--- config.mk ---
export PLATFORM = sky130hd
export DESIGN_NAME = pwm_drive_ctrl
export DESIGN_NICKNAME = d
export VERILOG_FILES = /design/src/rtl/pwm_drive_pkg.sv /design/src/rtl/pwm_drive_channel.sv /design/src/rtl/pwm_drive_ctrl.sv
export SDC_FILE = /design/constraint.sdc
export NUM_CORES = 1
export LEC_CHECK = 0
export ABC_AREA = 0
export BUFFER_PORTS_ARGS = -buffer_cell sky130_fd_sc_hd__buf_2
export CAP_MARGIN = 30
export CORE_MARGIN = 1.5
export CORE_UTILIZATION = 30
export DETAILED_ROUTE_END_ITERATION = 6
export PLACE_DENSITY = 0.55
export SYNTH_ARGS = -nofsm -noshare
export SYNTH_HDL_FRONTEND = slang
export SYNTH_HIERARCHICAL = 1
export SYNTH_SLANG_ARGS = --single-unit
--- constraint.sdc ---
create_clock -name clk -period 5.15 [get_ports clk]
set_input_delay 0.2575 -clock clk [delete_from_list [all_inputs] [get_ports clk]]
set_output_delay 0.2575 -clock clk [all_outputs]
set_load 0.02 [all_outputs]
--- src/rtl/pwm_drive_pkg.sv ---
// Shared types and helpers for the multi-channel PWM drive controller.
package pwm_drive_pkg;

  typedef enum logic {
    IDLE = 1'b0,
    RUN  = 1'b1
  } ch_state_t;

  // Channel-select width; a single-channel build still carries a 1-bit select.
  function automatic int unsigned ch_sel_w(input int unsigned n_ch);
    return (n_ch > 1) ? $clog2(n_ch) : 1;
  endfunction

endpackage

--- src/rtl/pwm_drive_channel.sv ---
// One drive channel: duty/dir/remaining registers, countdown and registered PWM.
module pwm_drive_channel
  import pwm_drive_pkg::*;
#(
  parameter int unsigned PWM_W = 7,
  parameter int unsigned DUR_W = 8
) (
  input  logic             clk_i,
  input  logic             reset_i,
  input  logic             tick_i,
  input  logic [PWM_W-1:0] pwm_cnt_i,
  input  logic             load_i,
  input  logic             dir_i,
  input  logic [PWM_W-1:0] duty_i,
  input  logic [DUR_W-1:0] dur_i,
  input  logic             estop_i,
  output logic             pwm_o,
  output logic             dir_o,
  output logic             busy_o,
  output logic             done_o
);

  ch_state_t        state_q, state_d;
  logic [PWM_W-1:0] duty_q, duty_d;
  logic             dir_q, dir_d;
  logic [DUR_W-1:0] rem_q, rem_d;
  logic             done_q, done_d;
  logic             pwm_q, pwm_d;
  logic             dir_out_q;

  // Next state: estop beats a load, a load beats an expiry on the same edge.
  always_comb begin
    state_d = state_q;
    duty_d  = duty_q;
    dir_d   = dir_q;
    rem_d   = rem_q;
    done_d  = 1'b0;
    if (estop_i) begin
      state_d = IDLE;
    end else if (load_i) begin
      if (dur_i != '0) begin
        state_d = RUN;
        duty_d  = duty_i;
        dir_d   = dir_i;
        rem_d   = dur_i;
      end else begin
        state_d = IDLE;
        duty_d  = '0;
      end
    end else if ((state_q == RUN) && tick_i) begin
      rem_d = rem_q - 1'b1;
      if (rem_q == DUR_W'(1)) begin
        state_d = IDLE;
        done_d  = 1'b1;
      end
    end
    pwm_d = (state_q == RUN) && (pwm_cnt_i < duty_q);
  end

  // State and output registers.
  always_ff @(posedge clk_i) begin
    if (reset_i) begin
      state_q   <= IDLE;
      duty_q    <= '0;
      dir_q     <= 1'b0;
      rem_q     <= '0;
      done_q    <= 1'b0;
      pwm_q     <= 1'b0;
      dir_out_q <= 1'b0;
    end else begin
      state_q   <= state_d;
      duty_q    <= duty_d;
      dir_q     <= dir_d;
      rem_q     <= rem_d;
      done_q    <= done_d;
      pwm_q     <= pwm_d;
      dir_out_q <= dir_q;
    end
  end

  assign pwm_o  = pwm_q;
  assign dir_o  = dir_out_q;
  assign busy_o = (state_q == RUN);
  assign done_o = done_q;

endmodule

--- src/rtl/pwm_drive_ctrl.sv ---
// Multi-channel PWM drive controller: shared PWM counter and tick prescaler,
// command address decode, and one pwm_drive_channel per output.
module pwm_drive_ctrl
  import pwm_drive_pkg::*;
#(
  parameter  int unsigned N_CH     = 2,
  parameter  int unsigned PWM_W    = 7,
  parameter  int unsigned DUR_W    = 8,
  parameter  int unsigned TICK_DIV = 1000,
  localparam int unsigned CH_W     = ch_sel_w(N_CH)
) (
  input  logic             clk,
  input  logic             reset,
  input  logic             cmd_valid,
  output logic             cmd_ready,
  input  logic [CH_W-1:0]  cmd_ch,
  input  logic             cmd_dir,
  input  logic [PWM_W-1:0] cmd_duty,
  input  logic [DUR_W-1:0] cmd_dur,
  input  logic             estop,
  output logic [N_CH-1:0]  pwm_out,
  output logic [N_CH-1:0]  dir_out,
  output logic [N_CH-1:0]  busy,
  output logic [N_CH-1:0]  done,
  output logic             cmd_err
);

  localparam int unsigned PS_W = $clog2(TICK_DIV);

  typedef struct packed {
    logic             dir;
    logic [PWM_W-1:0] duty;
    logic [DUR_W-1:0] dur;
  } drive_cmd_t;

  drive_cmd_t       cmd;
  logic [PWM_W-1:0] pwm_cnt_q, pwm_cnt_d;
  logic [PS_W-1:0]  presc_q, presc_d;
  logic             tick;
  logic             accept;
  logic             ch_ok;
  logic             cmd_err_q, cmd_err_d;
  logic [N_CH-1:0]  load;

  assign cmd       = '{dir: cmd_dir, duty: cmd_duty, dur: cmd_dur};
  assign cmd_ready = ~reset & ~estop;
  assign accept    = cmd_valid & cmd_ready;
  assign ch_ok     = 32'(cmd_ch) < N_CH;
  assign tick      = (presc_q == PS_W'(TICK_DIV - 1));

  // Free-running counters; the prescaler phase is independent of commands.
  always_comb begin
    pwm_cnt_d = pwm_cnt_q + 1'b1;
    presc_d   = tick ? '0 : presc_q + 1'b1;
    cmd_err_d = accept & ~ch_ok;
  end

  // Shared counter and error-pulse registers.
  always_ff @(posedge clk) begin
    if (reset) begin
      pwm_cnt_q <= '0;
      presc_q   <= '0;
      cmd_err_q <= 1'b0;
    end else begin
      pwm_cnt_q <= pwm_cnt_d;
      presc_q   <= presc_d;
      cmd_err_q <= cmd_err_d;
    end
  end

  assign cmd_err = cmd_err_q;

  for (genvar g = 0; g < N_CH; g++) begin : g_ch
    assign load[g] = accept & (cmd_ch == CH_W'(g));

    pwm_drive_channel #(
      .PWM_W (PWM_W),
      .DUR_W (DUR_W)
    ) u_ch (
      .clk_i     (clk),
      .reset_i   (reset),
      .tick_i    (tick),
      .pwm_cnt_i (pwm_cnt_q),
      .load_i    (load[g]),
      .dir_i     (cmd.dir),
      .duty_i    (cmd.duty),
      .dur_i     (cmd.dur),
      .estop_i   (estop),
      .pwm_o     (pwm_out[g]),
      .dir_o     (dir_out[g]),
      .busy_o    (busy[g]),
      .done_o    (done[g])
    );
  end

endmodule
After elaboration in Yosys (flattened, before gate mapping) --
Cells that the tools add are included.
Storage, ports and cells: register bits 57, input bits 21, logic and storage cells 72
Operators by class: add/sub/neg operators 4, $lt $le $gt $ge 2, equality and inequality tests 5, muxes and demuxes 15, bitwise operators 9, reductions and logical operators 21
Operators with widths (count):
- $mux W8 | 5
- $eq A8 B1 Y1 const B | 2
- $sub A8 B1 Y8 const B | 2
- $lt A7 B7 Y1 | 2
- $reduce_and A3 Y1 | 4
- $add A10 B1 Y10 const B | 1
- $eq A10 B10 Y1 const B | 1
- $mux W1 | 9
- $reduce_and A2 Y1 | 4
- $reduce_bool A2 Y1 | 4
- $reduce_bool A8 Y1 | 1
- $reduce_or A4 Y1 | 2
- $add A7 B1 Y7 const B | 1
- $mux W7 | 1
- $not A1 Y1 | 5
- $and A1 B1 Y1 | 4
- $logic_and A1 B1 Y1 | 4
- $ne A2 B2 Y1 const B | 2
- $reduce_or A2 Y1 | 2

Longest topological paths before layout --
Gate-level depths: netlist of run 1.
depth in word-level cells 6, mapped depth 10, mapped depth without buffers 7

Modules after synthesis --
The synthesis of run 1 kept the hierarchy.
Modules (own cells, without submodules):
- pwm_drive_channel | times used 2, cells an instance 133, area an instance 1173.6 um^2, sequential area each 400.4 um^2
- pwm_drive_ctrl | times used 1, cells an instance 89, area an instance 780.7 um^2, sequential area each 340.3 um^2

Least setup slack after synthesis of run 1 --
Ideal clock, no wire load.
path type input-to-reg, start input port estop, end register g_ch[0].u_ch.rem_q[3], library setup time 0.088 ns, data arrival time 1.829 ns, data required time 5.062 ns, setup slack 3.232 ns, cell stages on the path 10, path buffers 3, cells stage by stage nor2_1 > nand2_1 > nor2_1 > nand2b_1 > buf_6 > a21o_1 > buf_6 > and2_4 > buf_6 > o32ai_2
On the way: longest elaborated chain between the ends 6, elaborated cells on any way between the ends 8, classes of those cells eq/ne: 1; mux: 1; bitwise: 4; reduce/logical: 2
Ends and longest elaborated chain:
- start, declared | RTL line pwm_drive_ctrl.sv:20 | input logic estop,
- $not A1 Y1 (no line) (*)
- $and A1 B1 Y1 (*) | RTL line pwm_drive_ctrl.sv:46 | assign cmd_ready = ~reset & ~estop;
- $and A1 B1 Y1 (*) | RTL line pwm_drive_ctrl.sv:47 | assign accept = cmd_valid & cmd_ready;
- $and A1 B1 Y1 (*) | RTL line pwm_drive_ctrl.sv:74 | assign load[g] = accept & (cmd_ch == CH_W'(g));
- net load[0] | RTL line pwm_drive_ctrl.sv:43 | logic [N_CH-1:0] load;
- $ne A2 B2 Y1 (no line) or $reduce_bool A2 Y1 (tied branches)
- $reduce_and A3 Y1 (no line)
- end signal, assigned | RTL line pwm_drive_channel.sv:74 | rem_q <= rem_d;
- end, declared | RTL line pwm_drive_channel.sv:26 | logic [DUR_W-1:0] rem_q, rem_d;
Mark *: on every way through the listed nets, which the timed path passes. The rest lies on a longest branch. A chain may end at the register's enable or synchronous reset.

Final worst setup path of run 1 --
start register presc_q[0], end register g_ch[1].u_ch.rem_q[5]
On the way: longest elaborated chain between the ends 4
Ends and longest elaborated chain:
- start, declared | RTL line pwm_drive_ctrl.sv:38 | logic [PS_W-1:0] presc_q, presc_d;
- start signal, assigned | RTL line pwm_drive_ctrl.sv:66 | presc_q <= presc_d;
- $eq A10 B10 Y1 | RTL line pwm_drive_ctrl.sv:49 | assign tick = (presc_q == PS_W'(TICK_DIV - 1));
- net tick | RTL line pwm_drive_ctrl.sv:39 | logic tick;
- $logic_and A1 B1 Y1 | RTL line pwm_drive_channel.sv:50 | end else if ((state_q == RUN) && tick_i) begin
- $reduce_bool A2 Y1 (no line)
- $reduce_and A3 Y1 (no line)
- end signal, assigned | RTL line pwm_drive_channel.sv:74
- end, declared | RTL line pwm_drive_channel.sv:26
The timed path passes the listed nets, and every way through them passes these cells.

==> results of run 1 <==
==> flip-flops by register name, summed over array words and instances (netlist names) <==
signal,cells
g_ch.u_ch/rem_q,16
g_ch.u_ch/dir_q,2
pwm_cnt_q,7
g_ch.u_ch/duty_q,14
g_ch.u_ch/done_o,2
presc_q,10
g_ch.u_ch/dir_o,2
g_ch.u_ch/busy_o,2
g_ch.u_ch/pwm_o,2
==> synthesized netlist by cell type, drive strengths merged, types with 4 or more instances <==
library cell and number:
inv 27, dfxtp 57, clkbuf 12, buf 8
nand2b 14, nor4 8, nand4 5, nand3 10
nor3 9, a22oi 22, a31oi 8, a211oi 4
or3 4, nor2 37, a21oi 30, ha 18
a21o 6, o21ai 8, nor2b 4, nand2 15
o32ai 12
==> cells by family (layout without fill, tap and decap cells) <==
kind of cell	Yosys count	after routing	synth area share
and+or+nand+nor	122	122	0.216
adders and majority gates	18	18	0.0720
AOI/OAI and AO/OA	104	104	0.254
xor gates and xnor gates	6	6	0.0168
buffers and inverters	47	74	0.0744
other	1	1	0.00120
DFF	57	57	0.365
==> power groups by stage <==
stage          combinational (mW)  clock, mW  sequential [mW]
2_1_floorplan              0.0625          0            0.469
3_3_place_gp               0.0881          0            0.471
3_5_place_dp               0.0881          0            0.471
5_1_grt                    0.0997      0.614            0.462
6_report                   0.0885      0.573            0.461
4_1_cts                    0.0886      0.587            0.461
==> worst max path at each step <==
stage | depth (start not counted) | start | slack [ns] | to
2_1_floorplan | 10 | estop | 3.23 | g_ch[0].u_ch/rem_q[3]
6_report | 6 | presc_q[0] | 2.72 | g_ch[1].u_ch/rem_q[5]
4_1_cts | 6 | presc_q[0] | 2.73 | g_ch[1].u_ch/rem_q[5]
3_3_place_gp | 7 | estop | 2.59 | g_ch[1].u_ch/rem_q[1]
3_5_place_dp | 7 | estop | 2.51 | g_ch[1].u_ch/rem_q[5]
5_1_grt | 6 | presc_q[0] | 2.46 | g_ch[0].u_ch/rem_q[6]
==> stage by stage <==
step	hold WS (ns)	worst slack, ns
6_report	0.193	2.72
5_1_grt	0.183	2.46
2_1_floorplan	0.329	3.23
3_3_place_gp	0.443	2.59
4_1_cts	0.180	2.73
3_5_place_dp	0.448	2.51
==> final cells by class <==
class | instances | share of cell area
Tap cell | 136 | 0.0472
Inverter | 27 | 0.0281
Multi-Input combinational cell | 251 | 0.487
Clock buffer | 11 | 0.0420
Clock inverter | 5 | 0.0347
Timing Repair Buffer | 31 | 0.0444
Sequential cell | 57 | 0.317
==> per-layer routing <==
layer  global-route usage  vias up
met1                0.189     1213
met4               0.0421        0
met3               0.0318        9
li1                     -     1338
met5                    0        -
met2                0.203       53
==> worst max-delay path: cells and delay by family, from the launching register on <==
family                   cells  cell delay, ns
AO/OA/AOI/OAI                1            0.24
adder cells (fa/ha/maj)      1            0.26
flip-flops                   1            0.37
AND/OR/NAND/NOR              4            1.47
==> impl_metrics.py, run 1 <==
metrics = {
    "global_routing": {
        "grt_antenna_before_repair": 0,
        "track_usage": 0.135,
        "grt_pass1_vias": 2421,
        "overflow": 0,
        "grt_pass1_wl_um": 12000,
        "grt_max_degree": 69,
    },
    "finish": {
        "final_core_util": 0.352,
        "nets": 416,
        "final_layout_size_suffix_gt1_frac": 0.188,
        "fill_cells": 1034,
        "layout_common_cells": "dfxtp_1, nor2_1, buf_2, a21oi_1, inv_1",
        "ff_latch_area_um2": 1140,
        "antenna_cells": 0,
        "layoutNonFillerInstCount": 518,
        "multi_input_area_um2": 1750,
        "final_area_um2": 3600,
        "syn2layout_area_growth_pct": 15.2,
        "final_common_cell": "dfxtp_1",
    },
    "min_path": {
        "hold_start": "cmd_duty[5]",
        "hold-path-cell-count": 3,
        "hp-class": "input port to flop",
        "whs_endpoint": "g_ch[1].u_ch/duty_q[5]",
    },
    "worst_setup_path": {
        "cp_data_arrival_time_ns": 2.67,
        "regToRegSetupSlack_ns": 2.72,
        "critPathCaptureType": "flop",
        "crit_path_frequent_cell": "nand4bb_1",
        "slowest_stage": "nand4bb_1",
        "crit_path_start_kind": "flop",
        "rr_endpoint": "g_ch[1].u_ch/rem_q[5]",
        "path_cells": "ha_1 > nand4bb_1 > nor3_1 > nand4bb_1 > and2_4 > o32ai_2",
        "critical_path_required_ns": 5.40,
        "worstPathMaxFanout": 11,
        "rr_worst_depth": 6,
        "rr_startpoint": "presc_q[0]",
        "crit_type": "flop to flop",
        "max_stage_delay_ns": 0.49,
    },
    "die": {
        "die_h_um": 105,
        "core-area_um2": 10200,
        "num_rows": 37,
        "die_w_um": 105,
        "dieArea_um2": 11000,
        "initial_core_util": 0.306,
        "top_level_ports": 31,
    },
    "placed_design": {
        "port_buffers": 29,
        "gp_congestion": 0.791,
        "placed_area_um2": 3330,
        "dp_cells": 502,
        "dp_hpwl_um": 4980,
    },
    "power_and_ir_drop": {
        "comb_power_share": 0.079,
        "p_seq_frac": 0.411,
        "intPower_mw": 0.883,
        "p_sw_frac": 0.213,
        "p_leak_nw": 1.36,
        "power_density_nw_per_um2": 311,
        "switchingPower_mw": 0.240,
        "irDropWorstVdd_mv": 0.151,
        "power_mw": 1.12,
        "clkPwrFrac": 0.511,
    },
    "sta": {
        "fmax_mhz": 412,
        "setup_tns_ns": 0,
        "rsz0062_at_grt": "false",
        "worst_clock_skew_ns": 0.0130,
        "hold_violations": 0,
        "period_needed_ns": 2.43,
        "timing.slew.headroom": 0.494,
        "worstMarginPinSlew_ns": 0.759,
        "setup_viol": 0,
        "period_share": 0.471,
        "slew_viol_final": 0,
    },
    "routing": {
        "dr.pass1.iters": 4,
        "top_layer": "met4",
        "drt_iter0_drc": 176,
        "viasPerCell": 5.04,
        "drt-wirelength-per-cell_um": 13.6,
        "wl_met3_um": 249,
        "met1Wirelength_um": 3520,
        "drc": 0,
        "wl_met2_um": 3210,
        "vias": 2613,
        "routed_wl_um": 7060,
        "ant_nets": 0,
    },
    "cts": {
        "insertion_delay_ns": 0.33,
        "htree_levels": 3,
        "cts_resized": 0,
        "numCtsBuffers": 9,
        "clk_path_buf_depth": 2,
        "root_buffer": "clkbuf_8",
        "cts_hold_buf": 0,
        "post_cts_buffers": 0,
        "clk_pin_slew_worst_paths_ns": 0.07,
        "clock-sinks": 57,
        "cts_tree": "built",
    },
    "flow_run": {
        "drv_cap": 0,
    },
    "yosys": {
        "synth-warning-count": 6,
        "synth-main-ff-cell": "dfxtp_1",
        "ys_ff_latch": 57,
        "synthDominantCellAreaShare": 0.365,
        "synth.distinct_cells": 48,
        "netlist_area_um2": 3130,
        "synth.area.top_cells": "dfxtp_1, ha_1, a22oi_1, o32ai_2, a21oi_1",
        "synth_top_area_cell": "dfxtp_1",
        "postSynthAreaPerCell_um2": 8.81,
        "yosysSeqAreaShare": 0.365,
        "synth_edf_count": 0,
        "syn_nets": 394,
        "synthCells": 355,
        "asyncSetResetFlopFracSynth": 0,
    },
    "run_status": {
        "status": "finished, final reports clean",
    },
}
Power figures use the tool's default switching activity.
==> run 2, diff against run 1 <==
Clock period 5.15 ns to 2.4 ns, I/O delays scaled along.
==> run 2 against run 1 <==
Against the previous run: fmax rose by 14%; global-route usage rose by 0.48 points; combinational power rose by 120%; flip-flop and latch count did not move; register-to-register slack got worse by 2.4 ns; critical path depth rose by 2; routed wire length rose by 2.9%; clock power rose by 78%; non-clock buffer count rose by 5; sequential share of layout area rose by 0.12 points; largest power group unchanged.
==> impl_metrics.py, run 2 (synthesis results as in run 1) <==
metrics = {
    "placed_design": {
        "dp_hpwl_um": 5160,
        "gp_congestion": 0.768,
        "placed_area_um2": 3360,
        "port_buffers": 29,
    },
    "worst_setup_path": {
        "path_buf_inv": 2,
        "path_delay_family": "simple AND/OR/NAND/NOR gates",
        "worstPathMaxFanout": 11,
        "critical_path_required_ns": 2.65,
        "max_stage_delay_ns": 0.36,
        "path_cells": "ha_1 > nand4bb_1 > nor3_1 > buf_4 > nand4bb_1 > buf_4 > and2_4 > o32ai_2",
        "cp_data_arrival_time_ns": 2.37,
        "critPathCaptureType": "flop",
        "crit_path_start_kind": "flop",
        "crit_type": "flop to flop",
        "slowest_stage": "dfxtp_1",
    },
    "sta": {
        "setup_viol": 0,
        "hold_violations": 0,
        "rsz0062_at_grt": "false",
        "fmax_mhz": 470,
        "setup_tns_ns": 0,
        "period_share": 0.886,
        "slew_viol_final": 0,
        "worstMarginPinSlew_ns": 0.729,
        "worst_clock_skew_ns": 0.0104,
        "period_needed_ns": 2.13,
        "whs_ns": 0.0498,
        "timing.slew.headroom": 0.514,
    },
    "global_routing": {
        "grt_antenna_before_repair": 0,
        "overflow": 0,
        "grt_pass1_vias": 2513,
        "grt_pass1_wl_um": 12300,
        "track_usage": 0.139,
        "grt_max_degree": 69,
    },
    "power_and_ir_drop": {
        "clkPwrFrac": 0.463,
        "switchingPower_mw": 0.561,
        "p_leak_nw": 1.35,
        "p_seq_frac": 0.450,
        "irDropWorstVdd_mv": 0.265,
        "power_density_nw_per_um2": 612,
        "comb_power_share": 0.087,
        "power_mw": 2.20,
        "intPower_mw": 1.64,
        "p_sw_frac": 0.255,
    },
    "finish": {
        "largest-register": "g_ch.u_ch/rem_q",
        "largest_reg_flops": 16,
        "nets": 421,
        "antenna_cells": 0,
        "final_layout_size_suffix_gt1_frac": 0.199,
        "ff_latch_area_um2": 1140,
        "top_regs": "g_ch.u_ch/rem_q (16), g_ch.u_ch/duty_q (14), presc_q (10)",
        "multi_input_area_um2": 1750,
        "syn2layout_area_growth_pct": 14.8,
        "final_core_util": 0.351,
        "fill_cells": 1057,
        "final_area_um2": 3590,
        "layout_common_cells": "dfxtp_1, nor2_1, buf_2, a21oi_1, inv_1",
        "final_common_cell": "dfxtp_1",
    },
    "routing": {
        "drt_iter0_drc": 92,
        "ant_nets": 0,
        "vias": 2631,
        "drt-wirelength-per-cell_um": 13.9,
        "dr.pass1.iters": 4,
        "viasPerCell": 5.03,
        "drc": 0,
        "routed_wl_um": 7260,
    },
    "die": {
        "num_rows": 37,
        "dieArea_um2": 11000,
        "initial_core_util": 0.306,
        "die_h_um": 105,
        "die_w_um": 105,
        "top_level_ports": 31,
        "core-area_um2": 10200,
    },
    "flow_run": {
        "drv_cap": 0,
    },
    "cts": {
        "root_buffer": "clkbuf_8",
        "numCtsBuffers": 9,
        "post_cts_buffers": 0,
        "insertion_delay_ns": 0.34,
        "cts_tree": "built",
        "cts_hold_buf": 0,
        "clk_pin_slew_worst_paths_ns": 0.07,
        "htree_levels": 3,
        "clock-sinks": 57,
        "cts_resized": 0,
        "clk_path_buf_depth": 2,
    },
    "run_status": {
        "status": "finished, final reports clean",
    },
    "min_path": {
        "hp-class": "input port to flop",
    },
}
-- run 2: path summary, 6_finish.rpt --
check / from / to / slack (ns) / cells past startpoint
hold / removal: cmd_dir / g_ch[0].u_ch/dir_q / 0.05 / 3
setup / recovery: presc_q[0] / g_ch[1].u_ch/rem_q[6] / 0.27 / 8
hold reg to reg: g_ch[1].u_ch/dir_q / g_ch[1].u_ch/dir_q / 0.45 / 2
setup reg to reg: presc_q[0] / g_ch[1].u_ch/rem_q[6] / 0.27 / 8
-- run 2: worst register-to-register path, stage by stage (launching register included) --
cell and delay [ns]:
dfxtp_1 0.36, ha_1 0.26, nand4bb_1 0.19, nor3_1 0.30, buf_4 0.18, nand4bb_1 0.09, buf_4 0.18, and2_4 0.21
o32ai_2 0.26
-- run 2: area by class of cell --
| class | instances | area share |
|---|---|---|
| clock buffers | 9 | 0.0345 |
| clock inverters | 7 | 0.0282 |
| inverters | 27 | 0.0282 |
| multi-input cells | 251 | 0.489 |
| flip-flops and latches | 57 | 0.318 |
| well taps | 136 | 0.0474 |
| repair buffers | 36 | 0.0551 |
-- run 2: power by group through the flow --
| stage | logic (mW) | clock network [mW] | registers, mW |
|---|---|---|---|
| finish | 0.191 | 1.02 | 0.988 |
| CTS | 0.192 | 1.05 | 0.988 |
| detailed placement | 0.190 | 0 | 1.01 |
| global placement | 0.190 | 0 | 1.01 |
| floorplan | 0.134 | 0 | 1.01 |
| global route | 0.213 | 1.11 | 0.992 |
-- run 2: routing by layer --
metal | GRT usage | wire, um | up-vias
met1 | 0.186 | 3590 | 1219
met2 | 0.215 | 3310 | 47
met4 | 0.0519 | 71 | 0
met3 | 0.0362 | 289 | 6
li1 | - | - | 1359
met5 | 0 | 0 | -
-- run 2: per-stage QoR --
stage,worst slack [ns],std cells
finish,0.275,523
global route,0.0985,523
CTS,0.298,523
detailed placement,0.318,507
global placement,0.354,507
floorplan,0.507,355
==> run 3, diff against run 2 <==
Settings changed: CORE_ASPECT_RATIO from default to 1.5.
==> run 3 against run 2 <==
Against the previous run: worst setup slack gained 0.0037 ns; fmax grew 0.17%; first-iteration DRC count grew 9.8%; power grew 13%; routed wire length grew 5.4%; hold slack is essentially flat; die area grew 0.12%; largest cell class unchanged; core utilization grew 0.86 points; sequential share of layout area shrank 0.47 points; clock-buffer cell count is the same; critical endpoint is now g_ch[1].u_ch/rem_q[7]; combinational power is essentially flat; critical path depth is the same.
==> impl_metrics.py, run 3 (synthesis results as in run 1) <==
metrics = {
    "finish": {
        "final_common_cell": "dfxtp_1",
        "top_regs": "g_ch.u_ch/rem_q (16), g_ch.u_ch/duty_q (14), presc_q (10)",
        "final_area_um2": 3640,
        "antenna_cells": 0,
        "layoutNonFillerInstCount": 504,
        "final_core_util": 0.360,
        "fill_cells": 1072,
        "largest_reg_flops": 16,
        "nets": 421,
        "final_layout_size_suffix_gt1_frac": 0.199,
        "multi_input_area_um2": 1750,
        "largest-register": "g_ch.u_ch/rem_q",
        "syn2layout_area_growth_pct": 16.5,
        "ff_latch_area_um2": 1140,
        "layout_common_cells": "dfxtp_1, nor2_1, buf_2, a21oi_1, inv_1",
    },
    "worst_setup_path": {
        "worstPathMaxFanout": 6,
        "rr_startpoint": "presc_q[0]",
        "startpoint": "presc_q[0]",
        "crit_path_start_kind": "flop",
        "regToRegSetupSlack_ns": 0.28,
        "rr_worst_depth": 8,
        "critPathCaptureType": "flop",
        "crit_type": "flop to flop",
        "cp_data_arrival_time_ns": 2.31,
        "critical_path_required_ns": 2.59,
        "rr_endpoint": "g_ch[1].u_ch/rem_q[7]",
    },
    "die": {
        "top_level_ports": 31,
        "dieArea_um2": 11100,
        "initial_core_util": 0.309,
        "core-area_um2": 10100,
        "num_rows": 45,
        "die_h_um": 128,
        "die_w_um": 86.4,
    },
    "cts": {
        "htree_levels": 3,
        "root_buffer": "clkbuf_16",
        "numCtsBuffers": 9,
        "insertion_delay_ns": 0.33,
        "post_cts_buffers": 0,
        "cts_tree": "built",
        "clk_pin_slew_worst_paths_ns": 0.06,
        "clk_path_buf_depth": 2,
        "cts_resized": 0,
        "cts_hold_buf": 0,
        "clock-sinks": 57,
    },
    "global_routing": {
        "track_usage": 0.145,
        "grt_pass1_vias": 2627,
        "overflow": 0,
        "grt_max_degree": 69,
        "grt_antenna_before_repair": 0,
        "grt_pass1_wl_um": 12500,
    },
    "routing": {
        "ant_nets": 0,
        "drt_iter0_drc": 101,
        "routed_wl_um": 7660,
        "drt-wirelength-per-cell_um": 15.2,
        "drc": 0,
        "dr.pass1.iters": 4,
        "vias": 2719,
        "viasPerCell": 5.39,
    },
    "placed_design": {
        "dp_hpwl_um": 5410,
        "pre_cts_ws_ns": 0.287,
        "gp_congestion": 0.818,
        "placed_area_um2": 3340,
        "dp_cells": 488,
        "port_buffers": 29,
    },
    "sta": {
        "slew_viol_final": 0,
        "hold_violations": 0,
        "setup_viol": 0,
        "period_needed_ns": 2.12,
        "fmax_mhz": 471,
        "timing.slew.headroom": 0.496,
        "worstMarginPinSlew_ns": 0.756,
        "period_share": 0.884,
        "finalWorstSetupSlack_ns": 0.278,
        "setup_tns_ns": 0,
        "rsz0062_at_grt": "false",
        "worst_clock_skew_ns": 0.0115,
        "whs_ns": 0.0498,
    },
    "min_path": {
        "hold-path-cell-count": 3,
        "hp-class": "input port to flop",
        "whs_endpoint": "g_ch[0].u_ch/duty_q[2]",
        "hold_start": "cmd_duty[2]",
    },
    "flow_run": {
        "drv_cap": 0,
    },
    "power_and_ir_drop": {
        "irDropWorstVdd_mv": 0.482,
        "p_leak_nw": 1.38,
        "power_density_nw_per_um2": 680,
        "power_mw": 2.48,
    },
    "run_status": {
        "status": "finished, final reports clean",
    },
}
-- run 3: layout make-up --
class                           instances  area share
Clock buffer                            9      0.0618
Clock inverter                          7      0.0213
Sequential cell                        57       0.313
Timing Repair Buffer                   36      0.0543
Tap cell                              117      0.0402
Multi-Input combinational cell        251       0.481
Inverter                               27      0.0278
-- run 3: worst max path at each step --
| stage | endpoint | slack [ns] |
|---|---|---|
| 6_report | g_ch[1].u_ch/rem_q[7] | 0.28 |
| 5_1_grt | g_ch[1].u_ch/rem_q[7] | 0.10 |
| 4_1_cts | g_ch[1].u_ch/rem_q[7] | 0.28 |
| 3_5_place_dp | g_ch[1].u_ch/rem_q[3] | 0.29 |
| 3_3_place_gp | g_ch[1].u_ch/rem_q[6] | 0.39 |
| 2_1_floorplan | g_ch[0].u_ch/rem_q[1] | 0.51 |
-- run 3: worst max-delay path: stages, from the launching register on --
cell,delay [ns]
dfxtp_1,0.36
ha_1,0.27
nand4bb_1,0.18
nor3_1,0.26
buf_4,0.18
nand4bb_1,0.22
buf_4,0.24
a21oi_1,0.17
o32ai_2,0.10
-- run 3: power by group --
group	total, mW	switching [mW]	internal [mW]	leakage, nW
registers	0.991	0.0224	0.969	0.461
clock network	1.30	0.486	0.809	0.135
logic	0.192	0.114	0.0776	0.779
-- run 3: per-layer routing --
layer  share of wire  vias to the layer above  wire length (um)  global-route usage
met5               0                        -                 0                   0
met1            0.44                     1293              3350               0.167
met2            0.50                       57              3870               0.251
met4           0.027                        0               207              0.0721
li1                -                     1353                 -                   -
met3           0.031                       16               237              0.0316
